File: src/rtl/capture_unpacker_if.sv
// Stream bundle for the capture unpacker: packed-word input side and
// per-sample output side, both valid/ready.
interface capture_unpacker_if #(
    parameter int CHANNELS = 32,
    parameter int DEPTH    = 8
);
    logic [CHANNELS*DEPTH-1:0] in_word;
    logic                      in_valid;
    logic                      in_ready;
    logic [CHANNELS-1:0]       out_sample;
    logic                      out_valid;
    logic                      out_ready;
    logic                      out_last;

    modport slave (
        input  in_word, in_valid, out_ready,
        output in_ready, out_sample, out_valid, out_last
    );

    modport master (
        output in_word, in_valid, out_ready,
        input  in_ready, out_sample, out_valid, out_last
    );
endinterface

File: src/rtl/capture_unpacker.sv
// Re-serialises packed capture words (CHANNELS lanes x DEPTH bits) into DEPTH
// per-sample CHANNELS-bit vectors, oldest sample first, over valid/ready.
module capture_unpacker #(
    parameter int CHANNELS = 32,
    parameter int DEPTH    = 8,
    parameter int WCNT_W   = 16
) (
    input  logic              clk,
    input  logic              rst,
    input  logic              start,
    input  logic [WCNT_W-1:0] cfg_words,
    capture_unpacker_if.slave bus,
    output logic              busy,
    output logic              done
);
    localparam int                IDX_W    = $clog2(DEPTH);
    localparam logic [IDX_W-1:0] IDX_LAST = IDX_W'(DEPTH - 1);

    typedef enum logic {
        S_IDLE,
        S_RUN
    } state_t;

    state_t                    r_state;
    logic [WCNT_W-1:0]         r_words_tot;
    logic [WCNT_W-1:0]         r_words_in;
    logic [WCNT_W-1:0]         r_words_out;
    logic [CHANNELS*DEPTH-1:0] r_buf;
    logic                      r_buf_valid;
    logic [IDX_W-1:0]          r_idx;
    logic                      r_done;

    logic                      w_run;
    logic                      w_idx_last;
    logic                      w_out_fire;
    logic                      w_in_ready;
    logic                      w_in_fire;
    logic                      w_out_last;
    logic [IDX_W-1:0]          w_rev_idx;
    logic [DEPTH-1:0]          w_lane [CHANNELS];
    logic [CHANNELS-1:0]       w_sample;

    assign w_run      = (r_state == S_RUN);
    assign w_idx_last = (r_idx == IDX_LAST);
    assign w_out_fire = r_buf_valid && bus.out_ready;
    // Refill on the very cycle the last sample leaves, so word boundaries cost no bubble.
    assign w_in_ready = w_run && (r_words_in < r_words_tot) &&
                        (!r_buf_valid || (w_out_fire && w_idx_last));
    assign w_in_fire  = w_in_ready && bus.in_valid;
    assign w_out_last = r_buf_valid && w_idx_last &&
                        (r_words_out == r_words_tot - WCNT_W'(1));

    // Lane bit 0 is the newest capture, so the oldest sample sits at the lane MSB.
    assign w_rev_idx = IDX_LAST - r_idx;

    for (genvar c = 0; c < CHANNELS; c++) begin : g_lane
        assign w_lane[c]   = r_buf[c*DEPTH +: DEPTH];
        assign w_sample[c] = w_lane[c][w_rev_idx];
    end

    assign bus.in_ready   = w_in_ready;
    assign bus.out_valid  = r_buf_valid;
    assign bus.out_sample = w_sample;
    assign bus.out_last   = w_out_last;
    assign busy           = w_run;
    assign done           = r_done;

    always_ff @(posedge clk) begin
        if (rst) begin
            r_state     <= S_IDLE;
            r_words_tot <= '0;
            r_words_in  <= '0;
            r_words_out <= '0;
            // NOTE: the word buffer is cleared too, since out_sample is decoded from it and must read zero after reset.
            r_buf       <= '0;
            r_buf_valid <= 1'b0;
            r_idx       <= '0;
            r_done      <= 1'b0;
        end else begin
            // NOTE: non-blocking assignments throughout, so every branch sees the pre-edge state.
            r_done <= 1'b0;
            case (r_state)
                S_IDLE: begin
                    if (start) begin
                        if (cfg_words == '0) begin
                            r_done <= 1'b1;
                        end else begin
                            r_state     <= S_RUN;
                            r_words_tot <= cfg_words;
                            r_words_in  <= '0;
                            r_words_out <= '0;
                        end
                    end
                end
                S_RUN: begin
                    if (w_out_fire) begin
                        r_idx <= r_idx + 1'b1;
                        if (w_idx_last) begin
                            r_words_out <= r_words_out + 1'b1;
                            if (!w_in_fire) begin
                                r_buf_valid <= 1'b0;
                            end
                        end
                        if (w_out_last) begin
                            r_state <= S_IDLE;
                            r_done  <= 1'b1;
                        end
                    end
                    if (w_in_fire) begin
                        r_buf       <= bus.in_word;
                        r_buf_valid <= 1'b1;
                        r_words_in  <= r_words_in + 1'b1;
                    end
                end
                default: r_state <= S_IDLE;
            endcase
        end
    end
endmodule
File: src/flat_wrapper.sv
// flat-port wrapper written by rule: the top's interface ports become plain ports
module capture_unpacker_flat 
#(
    parameter int CHANNELS = 32,
    parameter int DEPTH    = 8,
    parameter int WCNT_W   = 16
)
  (clk, rst, start, cfg_words, busy, done, bus_in_word, bus_in_valid, bus_out_ready, bus_in_ready, bus_out_sample, bus_out_valid, bus_out_last);
  capture_unpacker_if #(.CHANNELS(CHANNELS), .DEPTH(DEPTH)) bus_i ();
  input  logic clk;
  input  logic rst;
  input  logic start;
  input  logic [WCNT_W-1:0] cfg_words;
  output logic busy;
  output logic done;
  input wire logic [$bits(bus_i.in_word)-1:0] bus_in_word;
  input wire logic [$bits(bus_i.in_valid)-1:0] bus_in_valid;
  input wire logic [$bits(bus_i.out_ready)-1:0] bus_out_ready;
  output wire logic [$bits(bus_i.in_ready)-1:0] bus_in_ready;
  output wire logic [$bits(bus_i.out_sample)-1:0] bus_out_sample;
  output wire logic [$bits(bus_i.out_valid)-1:0] bus_out_valid;
  output wire logic [$bits(bus_i.out_last)-1:0] bus_out_last;
  assign bus_i.in_word = bus_in_word;
  assign bus_i.in_valid = bus_in_valid;
  assign bus_i.out_ready = bus_out_ready;
  assign bus_in_ready = bus_i.in_ready;
  assign bus_out_sample = bus_i.out_sample;
  assign bus_out_valid = bus_i.out_valid;
  assign bus_out_last = bus_i.out_last;
  capture_unpacker #(.CHANNELS(CHANNELS), .DEPTH(DEPTH), .WCNT_W(WCNT_W)) u_core (.clk(clk), .rst(rst), .start(start), .cfg_words(cfg_words), .bus(bus_i), .busy(busy), .done(done));
endmodule
File: config.mk
export PLATFORM = sky130hd
export DESIGN_NAME = capture_unpacker_flat
export DESIGN_NICKNAME = d
export VERILOG_FILES = /design/src/rtl/capture_unpacker_if.sv /design/src/rtl/capture_unpacker.sv /design/src/flat_wrapper.sv
export SDC_FILE = /design/constraint.sdc
export NUM_CORES = 1
export LEC_CHECK = 0
export CORE_ASPECT_RATIO = 1.5
export CORE_MARGIN = 1
export CORE_UTILIZATION = 33
export CTS_BUF_LIST = sky130_fd_sc_hd__clkbuf_4 sky130_fd_sc_hd__clkbuf_8 sky130_fd_sc_hd__clkbuf_16
export DETAILED_ROUTE_END_ITERATION = 16
export PLACE_DENSITY = 0.58
export SETUP_SLACK_MARGIN = 0.3
export SLEW_MARGIN = 20
export SYNTH_ARGS = -nofsm -noshare
export SYNTH_HDL_FRONTEND = slang
export SYNTH_SLANG_ARGS = --single-unit
File: constraint.sdc
create_clock -name clk -period 3.88 [get_ports clk]
set_clock_uncertainty 0.15 [all_clocks]
set_input_delay 0.776 -clock clk [delete_from_list [all_inputs] [get_ports clk]]
set_output_delay 0.776 -clock clk [all_outputs]
set_load 0.005 [all_outputs]
==> results of run 1 <==
[logic make-up (layout without fill, tap and decap cells)]
group,Yosys count,after routing
flip-flops,310,310
multiplexers,99,99
AND/OR/NAND/NOR,692,692
adder cells (fa/ha/maj),20,20
AO/OA/AOI/OAI,349,349
buffers and inverters,146,440
XOR/XNOR,31,31
other,0,4
[worst max-delay path: cells and delay by family (launching register included)]
family	cells	cell delay (ps)
buffers and inverters	2	180
DFF	1	370
AOI/OAI and AO/OA	3	730
and+or+nand+nor	2	950
[timing repair]
item                                    CTS  global route
gates cloned                              4             1
pin swaps                                 3             2
endpoints found under the hold margin     0             0
gates resized for setup                  23             8
endpoints found under the setup margin   34             4
buffers inserted                          5             1
[per-stage QoR]
stage | cell area [µm²] | utilization [%] | power (mW) | cells | hold WS (ps)
after floorplan | 13800 | - | 3.90 | 1647 | 283
after global placement | 17600 | 42.7 | 4.39 | 2426 | 289
after detailed placement | 17600 | 42.7 | 4.41 | 2426 | 293
after CTS | 19000 | 46.1 | 7.84 | 2497 | 302
after global routing | 19100 | 46.3 | 8.08 | 2503 | 317
final | 19100 | 46.3 | 7.73 | 2503 | 302
[registers in the layout, indices dropped and copies added, names as in the netlist]
signal                count
u_core.bus.out_valid      1
u_core.busy               1
u_core.done               1
u_core.r_buf            256
u_core.r_idx              3
u_core.r_words_in        16
u_core.r_words_out       16
u_core.r_words_tot       16
[area by class of cell]
| type | count | share of cell area (%) |
|---|---|---|
| timing repair buffer | 354 | 19.6 |
| sequential | 310 | 32.7 |
| antenna | 4 | 0.0525 |
| clock inverter | 7 | 0.348 |
| inverter | 24 | 0.486 |
| tap | 558 | 3.66 |
| multi-input combinational | 1191 | 37.3 |
| clock buffer | 55 | 5.86 |
[cells in the final DEF (no fill, tap or decap), drive strengths merged, types with 20 or more instances in the layout]
cell type | Yosys | routed
a21oi | 295 | 295
buf | 15 | 40
mux2 | 32 | 32
clkdlybuf4s50 | 0 | 310
nand2 | 569 | 569
dfxtp | 310 | 310
nor2 | 38 | 38
ha | 20 | 20
clkbuf | 107 | 57
inv | 24 | 24
mux4 | 64 | 64
[power groups by stage]
stage	combinational [mW]	sequential (mW)	clock (mW)
finish	0.965	3.39	3.37
detailed placement	0.948	3.46	0
floorplan	0.463	3.44	0
global route	1.06	3.41	3.61
CTS	0.969	3.39	3.47
global placement	0.939	3.46	0
[worst max-delay path by stage]
stage                   end  depth (start not counted)  slack (ps)
2_1_floorplan  bus_out_last                          9         670
4_1_cts        bus_out_last                          9         180
6_report       bus_out_last                          7         210
3_5_place_dp   bus_out_last                          9         170
5_1_grt        bus_out_last                          9          70
3_3_place_gp   bus_out_last                          9         180
[metal layers]
metal  vias up  global-route usage, %  wire (µm)
met3        75                   3.76       2180
li1       6161                      -          -
met5         -                      0         13
met4         2                   7.82       1380
met1      5883                   22.1      16600
met2       318                   40.2      24500
==> results.sh, run 1 <==
export IMPL_grt_max_degree=105
export IMPL_crit_path_max_fanout=7
export IMPL_worstSetupPathType="reg -> out"
export IMPL_synth_nets=1944
export IMPL_setup_viol=0
export IMPL_synthFlopType="dfxtp_1"
export IMPL_drt_iter0_drc=607
export IMPL_ant_nets=0
export IMPL_min_from="u_core.r_buf[37]"
export IMPL_start_util_pct=33.6
export IMPL_ys_seq_elements=310
export IMPL_regToRegStartpoint="u_core.r_words_tot[6]"
export IMPL_synth_top_family_by_area="simple AND/OR/NAND/NOR gates"
export IMPL_synth_simple_area_share_pct=20.4
export IMPL_viasPerCell=4.97
export IMPL_async_reset_ff_share_pct=0
export IMPL_netlist_area_leader_share_pct=44.9
export IMPL_n_fill_cell=4093
export IMPL_place_gp_congestion=0.901
export IMPL_drv_slew=0
export IMPL_fmax_mhz=272
export IMPL_switching_share_pct=23.8
export IMPL_hold_path_end="u_core.r_buf[37]"
export IMPL_cts_hold_buffers=0
export IMPL_finalHoldViolations=0
export IMPL_die_h_um=253
export IMPL_regArea_um2=6230
export IMPL_cpPeakStageDelay_ps=600
export IMPL_dp_hpwl_mm=30.0
export IMPL_synth_xor_area_share_pct=2.06
export IMPL_synth_top_area_cell="dfxtp_1"
export IMPL_drive_gt1_share_pct=12.1
export IMPL_startpoint_type="flop"
export IMPL_netSwitchingPower_mw=1.84
export IMPL_seq_power_share_pct=43.9
export IMPL_firstDrtPassIters=5
export IMPL_pre_cts_slack_ps=165
export IMPL_io_buffers=313
export IMPL_syn2layout_area_growth_pct=37.8
export IMPL_vias=12400
export IMPL_worst_endpoint_required_ps=2950
export IMPL_syn_inst=1647
export IMPL_status="finished clean"
export IMPL_rsz0062_at_grt="true"
export IMPL_core_um2=41200
export IMPL_gr_total_overflow=0
export IMPL_comb_power_share_pct=12.5
export IMPL_avgSynthCellArea_um2=8.40
export IMPL_synthMostInstantiatedCell="nand2_1"
export IMPL_crit_path_end_kind="output port"
export IMPL_rows=91
export IMPL_cts_root_buffer="clkbuf_16"
export IMPL_reg2regPathDepth=11
export IMPL_clkPwrFrac_pct=43.6
export IMPL_wire_per_inst_um=17.9
export IMPL_routed_wirelength_mm=44.7
export IMPL_finalCritPeriodShare_pct=94.7
export IMPL_crit_start="u_core.r_words_tot[10]"
export IMPL_multi_input_area_um2=7120
export IMPL_pin_count=314
export IMPL_worst_path_max_delay_cell="or4_1"
export IMPL_tightestPinTransition_ps=839
export IMPL_path_cells="or4_1, or3_1, a2111oi_1, a311o_1, o2111ai_2, inv_1, buf_2"
export IMPL_ys_seq_area_share_pct=44.9
export IMPL_clock_sinks=310
export IMPL_antenna_found_initial=5
export IMPL_final_setup_tns_ps=0
export IMPL_worst_skew_pair_late_latency_ps=510
export IMPL_dieArea_um2=42800
export IMPL_cts_max_path_buffers=3
export IMPL_synth_compound_area_share_pct=13.6
export IMPL_grt_pass1_vias=12500
export IMPL_internal_power_mw=5.89
export IMPL_synthTopCellsByArea="dfxtp_1 (45%), nand2_1 (15%), a21oi_1 (11%)"
export IMPL_ir_drop_mv=0.261
export IMPL_cts_tree="built"
export IMPL_max_cap_violations=0
export IMPL_fin_nets=2214
export IMPL_min_period_ps=3670
export IMPL_grt_usage_pct=20.9
export IMPL_synth_commonest_cells="nand2_1 (569), dfxtp_1 (310), a21oi_1 (295), clkbuf_1 (107), mux4_2 (64)"
export IMPL_synth_area_mux_share_pct=13.2
export IMPL_r2r_slack_ps=520
export IMPL_hold_depth=2
export IMPL_synth_area_um2=13800
export IMPL_ys_types=48
export IMPL_grt_pass1_wl_mm=68.9
export IMPL_clk_pin_slew_worst_paths_ps=60
export IMPL_setup_ws_ps=205
export IMPL_htree_levels=2
export IMPL_cts_made_buffers=36
export IMPL_power_density_nw_per_um2=405
export IMPL_critPathArrivalTime_ps=2750
export IMPL_hold_class="reg -> reg"
export IMPL_synth_edf_count=0
export IMPL_yosysWarnings=0
export IMPL_synth_fa_ha_area_share_pct=1.81
export IMPL_die_w_um=169
export IMPL_relSlewSlack_pct=44.1
export IMPL_drcViolationCount=0
export IMPL_rr_endpoint="u_core.r_buf[182]"
export IMPL_p_leak_nw=6.68
Note: power is estimated with default switching activity, not from simulation.
==> run 2: changes to the inputs <==
--- a/config.mk
+++ b/config.mk
@@ -11,7 +11,6 @@
 export CTS_BUF_LIST = sky130_fd_sc_hd__clkbuf_4 sky130_fd_sc_hd__clkbuf_8 sky130_fd_sc_hd__clkbuf_16
 export DETAILED_ROUTE_END_ITERATION = 16
 export PLACE_DENSITY = 0.58
-export SETUP_SLACK_MARGIN = 0.3
 export SLEW_MARGIN = 20
 export SYNTH_ARGS = -nofsm -noshare
 export SYNTH_HDL_FRONTEND = slang
==> run 2 against run 1 <==
Against the previous run: sequential power about the same; total power is 0.33% lower; clock-buffer cell count did not move.
==> results.sh, run 2 (synthesis results as in run 1) <==
export IMPL_cpPeakStageDelay_ps=600
export IMPL_wire_per_inst_um=17.2
export IMPL_min_period_ps=3760
export IMPL_grt_pass1_vias=12500
export IMPL_dp_hpwl_mm=30.0
export IMPL_cts_max_path_buffers=3
export IMPL_worst_endpoint_required_ps=2950
export IMPL_power_density_nw_per_um2=409
export IMPL_ant_nets=0
export IMPL_place_gp_congestion=0.901
export IMPL_start_util_pct=33.6
export IMPL_hold_path_end="u_core.r_buf[106]"
export IMPL_grt_max_degree=105
export IMPL_vias=12300
export IMPL_path_cells="or4_1, or3_1, a2111oi_0, a311o_1, o2111ai_2, inv_1, clkbuf_2"
export IMPL_clock_sinks=310
export IMPL_r2r_slack_ps=580
export IMPL_routed_wirelength_mm=42.8
export IMPL_gr_total_overflow=0
export IMPL_die_h_um=253
export IMPL_power_mw=7.70
export IMPL_drive_gt1_share_pct=11.1
export IMPL_antenna_found_initial=4
export IMPL_regToRegStartpoint="u_core.r_words_tot[11]"
export IMPL_min_from="u_core.r_buf[106]"
export IMPL_syn2layout_area_growth_pct=36.2
export IMPL_p_leak_nw=6.57
export IMPL_cts_made_buffers=36
export IMPL_worstSetupPathDepth=7
export IMPL_path_buf_inv=2
export IMPL_startpoint_type="flop"
export IMPL_grt_usage_pct=20.0
export IMPL_critical_path_top_delay_family="simple AND/OR/NAND/NOR gates"
export IMPL_cts_tree="built"
export IMPL_ir_drop_mv=0.261
export IMPL_drt_iter0_drc=573
export IMPL_firstDrtPassIters=5
export IMPL_final_common_cell="nand2_1"
export IMPL_rr_endpoint="u_core.r_buf[182]"
export IMPL_grt_pass1_wl_mm=66.8
export IMPL_pin_count=314
export IMPL_finalHoldViolations=0
export IMPL_crit_path_max_fanout=7
export IMPL_viasPerCell=4.95
export IMPL_fmax_mhz=266
export IMPL_critPathArrivalTime_ps=2830
export IMPL_crit_path_end_kind="output port"
export IMPL_max_cap_violations=0
export IMPL_hold_depth=2
export IMPL_die_w_um=169
export IMPL_cts_root_buffer="clkbuf_16"
export IMPL_htree_levels=2
export IMPL_worst_skew_pair_late_latency_ps=510
export IMPL_worst_path_max_delay_cell="or4_1"
export IMPL_drcViolationCount=0
export IMPL_regMostFlops="u_core.r_buf"
export IMPL_dieArea_um2=42800
export IMPL_setup_viol=0
export IMPL_hold_slack_ps=301
export IMPL_worstSetupPathType="reg -> out"
export IMPL_largest_register_ffs=256
export IMPL_finalCritPeriodShare_pct=96.9
export IMPL_status="finished clean"
export IMPL_most_common_layout_cells="nand2_1 (569), clkdlybuf4s50_1 (311), dfxtp_1 (305), a21oi_1 (295), mux4_2 (64)"
export IMPL_relSlewSlack_pct=43.8
export IMPL_tightestPinTransition_ps=843
export IMPL_clk_pin_slew_worst_paths_ps=60
export IMPL_drv_slew=0
export IMPL_rsz0062_at_grt="false"
export IMPL_fin_nets=2205
export IMPL_core_um2=41200
export IMPL_hold_class="reg -> reg"
export IMPL_reg2regPathDepth=9
export IMPL_rows=91
export IMPL_final_setup_tns_ps=0
export IMPL_io_buffers=313
## run 2: how the worst max path moves through the flow
stage	endpoint	slack, ps	startpoint
floorplan	bus_out_last	670	u_core.r_words_tot[0]
global placement	bus_out_last	180	u_core.r_words_tot[0]
detailed placement	bus_out_last	170	u_core.r_words_tot[0]
CTS	bus_out_last	2	u_core.r_words_tot[1]
global route	bus_out_last	20	u_core.r_words_tot[1]
finish	bus_out_last	120	u_core.r_words_tot[10]
## run 2: per-layer routing
| metal | share of wire [%] | track usage, % | routed length (µm) |
|---|---|---|---|
| met5 | 0.030 | 0 | 13 |
| met2 | 54 | 38.4 | 23300 |
| met3 | 5.0 | 3.76 | 2130 |
| met4 | 3.4 | 8.26 | 1460 |
| met1 | 37 | 20.9 | 15900 |
## run 2: area by class of cell
cell class                      instances  area [µm²]
Fill cell                            4126       22400
Multi-Input combinational cell       1191        7100
Sequential cell                       310        6220
Timing Repair Buffer                  345        3530
Clock buffer                           55        1120
Tap cell                              558         698
Inverter                               24        90.1
Clock inverter                          7        66.3
Antenna cell                            3        7.51
## run 2: report_power, final
part           internal, mW  switching, mW
logic                 0.513          0.436
clock network          2.05           1.31
registers              3.32         0.0772
total                  5.88           1.83
## run 2: worst register-to-register path: stages, from the launching register on
cell and delay (ps):
dfxtp_1 430, inv_1 90, ha_1 340, nand4_1 110, or3_1 380, o2111ai_1 380, or2_4 660, buf_12 380
nand2_1 130, a21oi_1 170
## run 2: through the flow
stage                     std cells  instance area (µm²)  setup slack [ps]  utilization [%]
after floorplan                1647                13800               666                -
after global placement         2426                17600               181             42.7
after detailed placement       2426                17600               165             42.7
after CTS                      2490                18800              1.92             45.7
after global routing           2493                18800              19.7             45.7
final                          2493                18800               120             45.7
## run 2: repair_timing
item | CTS | global route
setup buffers | 2 | 0
gates resized for setup | 9 | 2
hold buffers | 0 | 0
endpoints found under the hold margin | 0 | 0
setup endpoints to repair | 1 | 1
pin swaps | 2 | 3
==> run 3: changes to the inputs <==
--- a/config.mk
+++ b/config.mk
@@ -9,6 +9,7 @@
 export CORE_MARGIN = 1
 export CORE_UTILIZATION = 33
 export CTS_BUF_LIST = sky130_fd_sc_hd__clkbuf_4 sky130_fd_sc_hd__clkbuf_8 sky130_fd_sc_hd__clkbuf_16
+export CTS_CLUSTER_DIAMETER = 40
 export DETAILED_ROUTE_END_ITERATION = 16
 export PLACE_DENSITY = 0.58
 export SLEW_MARGIN = 20
==> run 3 against run 2 <==
Against the previous run: sequential cell count unchanged; setup slack improved by 14 ps; routed wire length rose by 0.77%; largest cell class unchanged; highest routed layer unchanged; total power up 9.8%; register-to-register slack about the same.
==> results.sh, run 3 (synthesis results as in run 1) <==
export IMPL_io_buffers=313
export IMPL_wire_per_inst_um=17.2
export IMPL_regMostFlops="u_core.r_buf"
export IMPL_relSlewSlack_pct=43.5
export IMPL_largest_register_ffs=256
export IMPL_p_leak_nw=6.74
export IMPL_place_gp_congestion=0.901
export IMPL_cts_max_path_buffers=3
export IMPL_syn2layout_area_growth_pct=38.8
export IMPL_max_cap_violations=0
export IMPL_crit_path_end_kind="output port"
export IMPL_worst_skew_pair_late_latency_ps=530
export IMPL_rsz0062_at_grt="false"
export IMPL_cts_root_buffer="clkbuf_16"
export IMPL_status="finished clean"
export IMPL_vias=12400
export IMPL_power_density_nw_per_um2=441
export IMPL_dieArea_um2=42800
export IMPL_cts_made_buffers=42
export IMPL_hold_class="reg -> reg"
export IMPL_routed_wirelength_mm=43.1
export IMPL_crit_path_max_fanout=3
export IMPL_fmax_mhz=267
export IMPL_final_common_cell="nand2_1"
export IMPL_grt_pass1_vias=12600
export IMPL_grt_usage_pct=20.1
export IMPL_grt_pass1_wl_mm=67.1
export IMPL_most_common_layout_cells="nand2_1 (569), clkdlybuf4s50_1 (311), dfxtp_1 (305), a21oi_1 (295), mux4_2 (64)"
export IMPL_drive_gt1_share_pct=11.9
export IMPL_setup_ws_ps=133
export IMPL_die_h_um=253
export IMPL_instances_no_fill=2511
export IMPL_drt_iter0_drc=534
export IMPL_worst_endpoint_required_ps=2950
export IMPL_firstDrtPassIters=7
export IMPL_drcViolationCount=0
export IMPL_clock_sinks=310
export IMPL_r2r_slack_ps=590
export IMPL_grt_max_degree=105
export IMPL_cts_tree="built"
export IMPL_cts_hold_buffers=0
export IMPL_setup_viol=0
export IMPL_final_setup_tns_ps=0
export IMPL_clk_pin_slew_worst_paths_ps=50
export IMPL_die_w_um=169
export IMPL_worstSetupPathType="reg -> out"
export IMPL_dpl_cell_count=2426
export IMPL_ant_nets=0
export IMPL_pre_cts_slack_ps=165
export IMPL_utilization_pct=46.6
export IMPL_core_um2=41200
export IMPL_min_period_ps=3750
export IMPL_start_util_pct=33.6
export IMPL_antenna_found_initial=5
export IMPL_htree_levels=2
export IMPL_tightestPinTransition_ps=847
export IMPL_hold_slack_ps=300
export IMPL_startpoint_type="flop"
export IMPL_viasPerCell=4.95
export IMPL_critPathArrivalTime_ps=2820
export IMPL_finalCritPeriodShare_pct=96.6
export IMPL_ir_drop_mv=0.329
export IMPL_rows=91
export IMPL_pin_count=314
export IMPL_dp_hpwl_mm=30.0
export IMPL_gr_total_overflow=0
export IMPL_fin_nets=2213
export IMPL_finalHoldViolations=0
export IMPL_drv_slew=0
==> run 3: changes by cell type in the layout (fill, tap and decap cells not counted) <==
cell	change
clkinvlp_4	+2
diode_2	+1
clkinv_2	+1
inv_6	+1
clkbuf_8	-2
clkinv_4	+4
clkbuf_4	-5
bufinv_16	+4
clkbuf_16	+8
buf_4	+2
inv_8	+2
==> run 3: worst paths after layout <==
kind,from,endpoint,cells past startpoint
setup reg to reg,u_core.r_words_tot[11],u_core.r_buf[182],9
hold / removal,u_core.r_buf[179],u_core.r_buf[179],2
hold reg to reg,u_core.r_buf[179],u_core.r_buf[179],2
setup / recovery,u_core.r_words_tot[0],bus_out_last,9
==> run 3: stage by stage <==
stage                     total power, mW  area (µm²)
after global placement               4.39       17600
after detailed placement             4.41       17600
after CTS                            8.57       19200
after floorplan                      3.90       13800
final                                8.46       19200
after global routing                 8.82       19200
==> run 3: repair_timing <==
action                     CTS  global route
setup endpoints to repair    1             1
setup buffers                2             2
pin swaps                    2             3
resized for setup           10             1
==> run 3: power breakdown <==
part	internal (mW)	leakage, nW	switching, mW
combinational	0.514	3.47	0.438
clock	2.62	0.751	1.49
sequential	3.32	2.52	0.0776
==> run 3: layout make-up <==
| class | instances | area [µm²] |
|---|---|---|
| Tap cell | 558 | 698 |
| Antenna cell | 4 | 10.0 |
| Sequential cell | 310 | 6220 |
| Multi-Input combinational cell | 1191 | 7100 |
| Fill cell | 4083 | 22000 |
| Clock buffer | 56 | 1250 |
| Timing Repair Buffer | 347 | 3550 |
| Inverter | 24 | 90.1 |
| Clock inverter | 21 | 273 |
==> run 3: worst max-delay path, cell delays in order, from the launching register on <==
cell and delay [ps]:
dfxtp_4 350, inv_2 80, ha_4 130, or4b_4 450, or3_1 310, a2111o_1 420
a221oi_2 200, o2111ai_2 160, inv_1 80, clkbuf_2 110
==> run 3: layer usage <==
metal	track usage (%)	wire, µm	share of wire, %
met4	9.21	1610	3.7
met2	38.4	23500	55
met5	0	13	0.030
met1	20.8	15700	37
met3	3.96	2200	5.1
